**config.mk**
```make
export PLATFORM = sky130hd
export DESIGN_NAME = dct_term_accumulator_flat
export DESIGN_NICKNAME = d
export VERILOG_FILES = /design/src/rtl/dct_pkg.sv /design/src/rtl/dct_term_accumulator_if.sv /design/src/rtl/dct_round_sat.sv /design/src/rtl/dct_term_accumulator.sv /design/src/flat_wrapper.sv
export SDC_FILE = /design/constraint.sdc
export NUM_CORES = 1
export LEC_CHECK = 0
export CAP_MARGIN = 40
export CORE_MARGIN = 1.5
export CORE_UTILIZATION = 45
export CTS_CLUSTER_SIZE = 16
export DETAILED_ROUTE_END_ITERATION = 12
export PLACE_DENSITY = 0.62
export SKIP_LAST_GASP = 1
export SYNTH_ARGS = -nofsm -noshare
export SYNTH_HDL_FRONTEND = slang
export SYNTH_SLANG_ARGS = --single-unit
```
**constraint.sdc**
```tcl
create_clock -name clk -period 12.3 [get_ports clk]
set_clock_uncertainty 0.2 [all_clocks]
set_input_delay 1.845 -clock clk [delete_from_list [all_inputs] [get_ports clk]]
set_output_delay 1.845 -clock clk [all_outputs]
set_load 0.005 [all_outputs]
```
**src/rtl/dct_pkg.sv**
```systemverilog
// Shared DCT datapath constants plus the round-half-up / clamp helper used by
// the accumulator and the later quantisation stages.
package dct_pkg;

    localparam int PROD_W  = 24;
    localparam int FRAC_W  = 16;
    localparam int N_TERMS = 8;
    localparam int OUT_W   = 12;

    localparam int ACC_W = PROD_W + $clog2(N_TERMS) + 1;
    localparam int RND_W = ACC_W - FRAC_W + 1;

    localparam logic signed [ACC_W:0]   HALF_LSB = (ACC_W + 1)'(2 ** (FRAC_W - 1));
    localparam logic signed [RND_W-1:0] SAT_MAX  = RND_W'((2 ** (OUT_W - 1)) - 1);
    localparam logic signed [RND_W-1:0] SAT_MIN  = RND_W'(-(2 ** (OUT_W - 1)));

    // One guard bit on the bias add so the +0.5 can never wrap the sum.
    function automatic logic signed [OUT_W-1:0] sat_round(input logic signed [ACC_W-1:0] sum);
        logic signed [ACC_W:0]   biased;
        logic signed [RND_W-1:0] r;
        biased = {sum[ACC_W-1], sum} + HALF_LSB;
        r      = biased[ACC_W:FRAC_W];
        if (r > SAT_MAX) begin
            return SAT_MAX[OUT_W-1:0];
        end else if (r < SAT_MIN) begin
            return SAT_MIN[OUT_W-1:0];
        end
        return r[OUT_W-1:0];
    endfunction

endpackage

```
**src/rtl/dct_term_accumulator_if.sv**
```systemverilog
// Product-beat input and coefficient output handshakes of the term accumulator.
// Master is the producer/consumer side, slave is the accumulator.
interface dct_term_accumulator_if;

    logic                       in_valid;
    logic                       in_ready;
    logic [dct_pkg::PROD_W-1:0] in_prod;
    logic                       in_neg;
    logic                       out_valid;
    logic                       out_ready;
    logic [dct_pkg::OUT_W-1:0]  out_coef;

    modport master (
        output in_valid,
        output in_prod,
        output in_neg,
        output out_ready,
        input  in_ready,
        input  out_valid,
        input  out_coef
    );

    modport slave (
        input  in_valid,
        input  in_prod,
        input  in_neg,
        input  out_ready,
        output in_ready,
        output out_valid,
        output out_coef
    );

endinterface

```
**src/rtl/dct_round_sat.sv**
```systemverilog
// Combinational Q.16 -> integer round-half-up and clamp to the coefficient range.
// Zero latency, no handshake.
module dct_round_sat
    import dct_pkg::*;
(
    input  logic signed [ACC_W-1:0] sum,
    output logic signed [OUT_W-1:0] coef
);

    assign coef = sat_round(sum);

endmodule

```
**src/rtl/dct_term_accumulator.sv**
```systemverilog
// Signed sum of N_TERMS Q8.16 products, rounded and saturated to one coefficient.
// Result registered 1 cycle after the final beat; only the final beat stalls on a full output register.
module dct_term_accumulator
    import dct_pkg::*;
(
    input  logic                    clk,
    input  logic                    rst,
    input  logic                    clear,
    dct_term_accumulator_if.slave   bus,
    output logic                    busy
);

    localparam int               CNT_W    = $clog2(N_TERMS);
    localparam logic [CNT_W-1:0] LAST_CNT = CNT_W'(N_TERMS - 1);

    logic [CNT_W-1:0]        cnt;
    logic signed [ACC_W-1:0] acc;
    logic [ACC_W-1:0]        mag;
    logic signed [ACC_W-1:0] term;
    logic signed [ACC_W-1:0] sum;
    logic signed [OUT_W-1:0] coef_rnd;
    logic signed [OUT_W-1:0] out_coef_q;
    logic                    out_valid_q;
    logic                    last_beat;
    logic                    accept;

    assign mag       = {{(ACC_W - PROD_W){1'b0}}, bus.in_prod};
    assign term      = bus.in_neg ? -$signed(mag) : $signed(mag);
    assign sum       = acc + term;
    assign last_beat = (cnt == LAST_CNT);

    // A pending coefficient only blocks the beat that would overwrite it.
    assign bus.in_ready = !(last_beat && out_valid_q && !bus.out_ready);
    assign accept       = bus.in_valid && bus.in_ready;

    dct_round_sat u_round_sat (
        .sum  (sum),
        .coef (coef_rnd)
    );

    always_ff @(posedge clk) begin
        if (rst) begin
            cnt         <= '0;
            acc         <= '0;
            out_valid_q <= 1'b0;
            out_coef_q  <= '0;
        end else begin
            if (out_valid_q && bus.out_ready) begin
                out_valid_q <= 1'b0;
            end
            if (clear) begin
                cnt <= '0;
                acc <= '0;
            end else if (accept) begin
                if (last_beat) begin
                    cnt         <= '0;
                    acc         <= '0;
                    out_coef_q  <= coef_rnd;
                    out_valid_q <= 1'b1;
                end else begin
                    cnt <= cnt + 1'b1;
                    acc <= sum;
                end
            end
        end
    end

    assign bus.out_valid = out_valid_q;
    assign bus.out_coef  = out_coef_q;
    assign busy          = (cnt != '0);

endmodule
```
**src/flat_wrapper.sv**
```systemverilog
// flat-port wrapper written by rule: the top's interface ports become plain ports
module dct_term_accumulator_flat import dct_pkg::*;
  (clk, rst, clear, busy, bus_in_valid, bus_in_prod, bus_in_neg, bus_out_ready, bus_in_ready, bus_out_valid, bus_out_coef);
  dct_term_accumulator_if bus_i ();
  input  logic clk;
  input  logic rst;
  input  logic clear;
  output logic busy;
  input wire logic [$bits(bus_i.in_valid)-1:0] bus_in_valid;
  input wire logic [$bits(bus_i.in_prod)-1:0] bus_in_prod;
  input wire logic [$bits(bus_i.in_neg)-1:0] bus_in_neg;
  input wire logic [$bits(bus_i.out_ready)-1:0] bus_out_ready;
  output wire logic [$bits(bus_i.in_ready)-1:0] bus_in_ready;
  output wire logic [$bits(bus_i.out_valid)-1:0] bus_out_valid;
  output wire logic [$bits(bus_i.out_coef)-1:0] bus_out_coef;
  assign bus_i.in_valid = bus_in_valid;
  assign bus_i.in_prod = bus_in_prod;
  assign bus_i.in_neg = bus_in_neg;
  assign bus_i.out_ready = bus_out_ready;
  assign bus_in_ready = bus_i.in_ready;
  assign bus_out_valid = bus_i.out_valid;
  assign bus_out_coef = bus_i.out_coef;
  dct_term_accumulator u_core (.clk(clk), .rst(rst), .clear(clear), .bus(bus_i), .busy(busy));
endmodule
```
# Word-level counts from Yosys, hierarchy flattened
# Index checks and enable logic that the tools add are counted.
# totals
mem_bits_rw	0
mem_count	0
latch_bits	0
regBits	44
mem_bits_ro	0
out_inout_bits	15
# op_classes
n_eq_ne	1
shift	0
n_addsub	4
reduce_logical	9
mul	0
n_mux	12
order_cmp	2
bitwise	1
div	0
# op_table
operator	count
2-to-1 mux 28 bit	2
2-to-1 mux 12 bit	3
adder 28 x 17 -> 29 bit (second input constant)	1
adder 28 bit	1
negator 24 -> 28 bit	1
> comparator 13 x 12 -> 1 bit (second input constant)	1
less-than comparator 13 x 12 -> 1 bit (second input constant)	1
2-to-1 mux 1 bit	6
logical AND 1 bit	4
adder 3 x 1 -> 3 bit (second input constant)	1
equality test 3 bit (second input constant)	1
2-to-1 mux 3 bit	1
AND reduction 3 bit	1
nonzero test 3 bit	1
logical NOT 1 bit	2
OR reduction 2 bit	1
inverter 1 bit	1

# Longest topological paths before layout
# depth
depth_word	8
ltp_mapped	21

# Modules after synthesis
# From an unflattened synthesis, not the netlist that was laid out.
# hier_totals
cells_unflattened	484
hier_area_um2	3866.2
# modules_own_cells
mod	instances	cells_per_inst	area_per_inst_um2
dct_term_accumulator	1	434	3540.9
dct_round_sat	1	50	325.3

# Worst setup path before layout
# No wires, ideal clock.
# synth_timing
path_type	input port to flip-flop
start	in bus_in_prod[2]
end	reg u_core.out_coef_q[1], in the netlist u_core.bus.out_coef[1]
t_arrival_ps	5662
setup_slack_ps	6357
path_stages	18
t_required_ps	12019
cell_sequence	or4_4 > or3_1 > o31ai_1 > xnor2_1 > ha_1 > buf_2 > nand4_1 > a211o_1 > o21a_1 > a21boi_0 > nor2_1 > ha_1 > inv_1 > nand2_1 > mux2_4 > o31a_1 > buf_6 > a211oi_2
# synth_via
elab_chain_cells	8
word_cells_on_any_way	10
classes_between	3 x add/sub; 2 x order compare; 5 x mux
# synth_rtl
item	line	source
start, declared	flat_wrapper.sv:10	input wire logic [$bits(bus_i.in_prod)-1:0] bus_in_prod;
negator 24 -> 28 bit	dct_term_accumulator.sv:28	assign term = bus.in_neg ? -$signed(mag) : $signed(mag);
2-to-1 mux 28 bit *	dct_term_accumulator.sv:28	
adder 28 bit *	dct_term_accumulator.sv:29	assign sum = acc + term;
adder 28 x 17 -> 29 bit *	dct_pkg.sv:21	biased = {sum[ACC_W-1], sum} + HALF_LSB;
less-than comparator 13 x 12 -> 1 bit	dct_pkg.sv:25	end else if (r < SAT_MIN) begin
2-to-1 mux 1 bit	dct_pkg.sv:25	
2-to-1 mux 1 bit	dct_pkg.sv:23	if (r > SAT_MAX) begin
2-to-1 mux 12 bit *	dct_pkg.sv:28	return r[OUT_W-1:0];
end signal, assigned	dct_term_accumulator.sv:58	out_coef_q <= coef_rnd;
end, declared	dct_term_accumulator.sv:22	logic signed [OUT_W-1:0] out_coef_q;
# Every way passes the cells marked *; elsewhere a longest branch is shown, timed or not.
# A chain may end at the register's enable or synchronous reset.

# Final worst setup path
# layout_timing
start	in bus_in_prod[2]
end	reg u_core.out_coef_q[10], in the netlist u_core.bus.out_coef[10]
# Same word-level chain as after synthesis.

==> impl_metrics.json <==
{
  "synth_area_in_adders": 0.107,
  "final.setup.tns_ns": 0,
  "initial_core_util": 0.462,
  "groute.usage.overall": 0.249,
  "postSynthCellCount": 541,
  "setup_viol": 0,
  "route.detailed.drc": 0,
  "p_sw_w": 0.000171,
  "outcome": "finished, final reports clean",
  "grt_first_pass_wirelength_um": 20200,
  "reg2reg_depth": 14,
  "synth.net_count": 607,
  "pwr_dens_nw_per_um2": 94.5,
  "critical_path_startpoint": "bus_in_prod[2]",
  "finalCritPeriodShare": 0.568,
  "largest_net_degree_at_the_start_of_global_routing": 40,
  "leading_cell_types_in_the_layout_fill_and_taps_excluded": "nor2_1 (60), nand2_1 (46), clkdlybuf4s50_1 (44), dfxtp_1 (44), a21oi_1 (37)",
  "core_region_area_um2": 9240,
  "clock-sinks": 44,
  "setup_repair_after_global_routing_missed_its_margin": "false",
  "antennaDiodeCount": 0,
  "drive_gt1_frac": 0.0826,
  "regToRegEndpoint": "u_core.bus.out_coef[10]",
  "synthFlopType": "dfxtp_1",
  "detail_route.wl_per_cell_um": 17.2,
  "yosys_warnings": 0,
  "clkSlewWorstSetupHoldPaths_ns": 0.09,
  "die_w_um": 100,
  "r2r_slack_ns": 8.07,
  "port_buffers": 44,
  "synth-seq-area-share": 0.206,
  "global_route.overflow_total": 0,
  "grt_antenna_before_repair": 0,
  "layout.cells.most_common": "nor2_1",
  "syn2layout_area_growth_pct": 15.0,
  "worstPathArrival_ns": 7.00,
  "die_height_um": 100,
  "nNetsFinal": 634,
  "floorplan.rows": 35,
  "regToRegStartpoint": "u_core.acc[0]",
  "gp_routability_congestion": 1.00,
  "flops_latches_synth": 44,
  "p_leak_nw": 1.87,
  "cts_made_buffers": 5,
  "final_antenna_net_count": 0,
  "critPathLaunchType": "input pin",
  "critical_path.endpoint_type": "flop",
  "layout.filler_cells": 916,
  "drt-initial-drc-count": 244,
  "cts_max_path_buffers": 2,
  "clock_tree.root_cell": "clkbuf_8",
  "tightest_slew_ns": 0.852,
  "worst-setup-path-type": "input pin to flop",
  "power.internal_w": 0.000294,
  "clk-insertion-delay-late_ns": 0.30,
  "post_synth_instance_area_um2": 4270,
  "hold_viol_final": 0,
  "postCtsResizedCells": 0,
  "grt_pass1_vias": 4122,
  "clock.fmax_ghz": 0.143,
  "p_clk_frac": 0.276,
  "holdCritPathClass": "flop to flop",
  "tritoncts_clock_tree": "yes",
  "synth_top_family_by_area": "compound AO/OA/AOI/OAI gates",
  "switching_share": 0.368,
  "layout_min_cycle_time_ns": 6.99,
  "simple_gate_portion_of_the_synthesized_area": 0.247,
  "muxShareOfSynthArea": 0.0129,
  "synth-compound-area-share": 0.288,
  "ctsHtreeMaxLevel": 2,
  "logic_gate_share_of_total_power": 0.400,
  "drtPass1Iterations": 5,
  "synth.avg_cell_area_um2": 7.90,
  "multiInputGateArea_um2": 3220,
  "ios": 45,
  "cp.required_ns": 12.31,
  "dp_slack_ns": 5.04,
  "die_area_um2": 10100,
  "number_of_synthesized_flops_with_an_enable_pin": 0,
  "seq_area_um2": 881,
  "slew_viol_final": 0,
  "routed_vias_inst": 6.01,
  "final_routed_wirelength_across_all_metal_layers_um": 12000,
  "power.share.sequential": 0.325,
  "hold_ws_ns": 0.274,
  "worst_slew_margin_rel": 0.430,
  "timing.max_cap.violations": 0,
  "yosysUniqueCellTypes": 73,
  "ir_worst_vdd_uv": 44.1,
  "place_hpwl_um": 9340,
  "crit_path_max_fanout": 11,
  "cts_hold_buffers": 0,
  "post_cts.repair.setup_buffers": 0,
  "post_synth_xor_area_fraction": 0.0984,
  "final.setup.worst_slack_ns": 5.31,
  "synthArstFlopShare": 0,
  "route.vias.total": 4192,
  "critPathCapture": "u_core.bus.out_coef[10]"
}
[cell families (layout without fill, tap and decap cells)]
family,after synthesis,count (layout)
AND/OR/NAND/NOR,194,194
XOR/XNOR,48,48
buffers and inverters,41,69
multiplexers,5,5
flip-flops,44,44
AO/OA/AOI/OAI,173,173
adder cells (fa/ha/maj),36,36
[registers in the layout, indices dropped and copies added (netlist names)]
name	flops
u_core.acc	28
u_core.bus.out_valid	1
u_core.cnt	3
u_core.bus.out_coef	12
[worst max-delay path, stage by stage]
cell and delay [ns]:
clkdlybuf4s50_1 0.47, or4_4 0.59, or3_1 0.37, o41ai_1 0.32, xnor2_1 0.22, ha_1 0.32
a21oi_1 0.25, o21a_1 0.19, o221ai_1 0.25, nor3_1 0.48, nor2_1 0.11, ha_1 0.30
inv_1 0.11, nand2_1 0.05, mux2_4 0.28, o31a_1 0.50, o32ai_1 0.33
[layer usage]
| layer | GRT usage | wire length (µm) | up-vias |
|---|---|---|---|
| li1 | - | - | 2059 |
| met1 | 0.338 | 5840 | 1988 |
| met2 | 0.414 | 5480 | 119 |
| met3 | 0.0390 | 472 | 26 |
| met4 | 0.0628 | 236 | 0 |
| met5 | 0 | 0 | - |
[area by class of cell]
class	count	share of cell area
inverters	14	0.0107
well taps	129	0.0328
clock buffers	7	0.0196
flip-flops and latches	44	0.179
clock inverters	1	0.00611
multi-input cells	456	0.656
repair buffers	47	0.0952
[metrics by stage]
| step | instances | instance area (µm²) | utilization | power [W] |
|---|---|---|---|---|
| 2_1_floorplan | 541 | 4270 | - | 0.000286 |
| 6_report | 698 | 4910 | 0.532 | 0.000464 |
| 5_1_grt | 698 | 4910 | 0.532 | 0.000493 |
| 3_5_place_dp | 690 | 4790 | 0.518 | 0.000337 |
| 4_1_cts | 698 | 4910 | 0.532 | 0.000466 |
| 3_3_place_gp | 688 | 4770 | 0.516 | 0.000333 |
[worst min-delay path by stage]
stage | from | to | cells after the start
finish | u_core.acc[0] | u_core.acc[0] | 2
floorplan | u_core.acc[0] | u_core.acc[0] | 2
global placement | u_core.acc[0] | u_core.acc[0] | 2
global route | u_core.acc[0] | u_core.acc[0] | 2
detailed placement | u_core.acc[0] | u_core.acc[0] | 2
CTS | u_core.acc[0] | u_core.acc[0] | 2
[power groups by stage]
| stage | registers (W) | clock network (W) | logic (W) |
|---|---|---|---|
| 2_1_floorplan | 0.000153 | 0 | 0.000134 |
| 5_1_grt | 0.000151 | 0.000138 | 0.000204 |
| 3_5_place_dp | 0.000154 | 0 | 0.000183 |
| 4_1_cts | 0.000151 | 0.000131 | 0.000184 |
| 6_report | 0.000151 | 0.000128 | 0.000186 |
| 3_3_place_gp | 0.000154 | 0 | 0.000180 |
[cell usage after synthesis (5+ instances only)]
master	n	share of area
nand3_1	8	0.0094
buf_2	7	0.0082
and2_1	5	0.0073
a31oi_1	8	0.012
a22oi_1	20	0.035
xnor2_1	35	0.072
a21oi_1	37	0.043
or3_1	6	0.0088
nand3b_1	6	0.011
xor2_1	13	0.027
o21ai_0	26	0.030
o21a_1	5	0.0088
clkbuf_1	17	0.015
nor3_1	11	0.013
o211ai_1	6	0.011
nand2_1	46	0.040
nand4_1	8	0.012
nand2b_1	7	0.010
o31ai_1	9	0.016
a211oi_2	10	0.029
ha_1	35	0.10
a21o_1	13	0.023
dfxtp_1	44	0.21
inv_1	14	0.012
nor2_1	61	0.054
(Power assumes the default switching activity.)
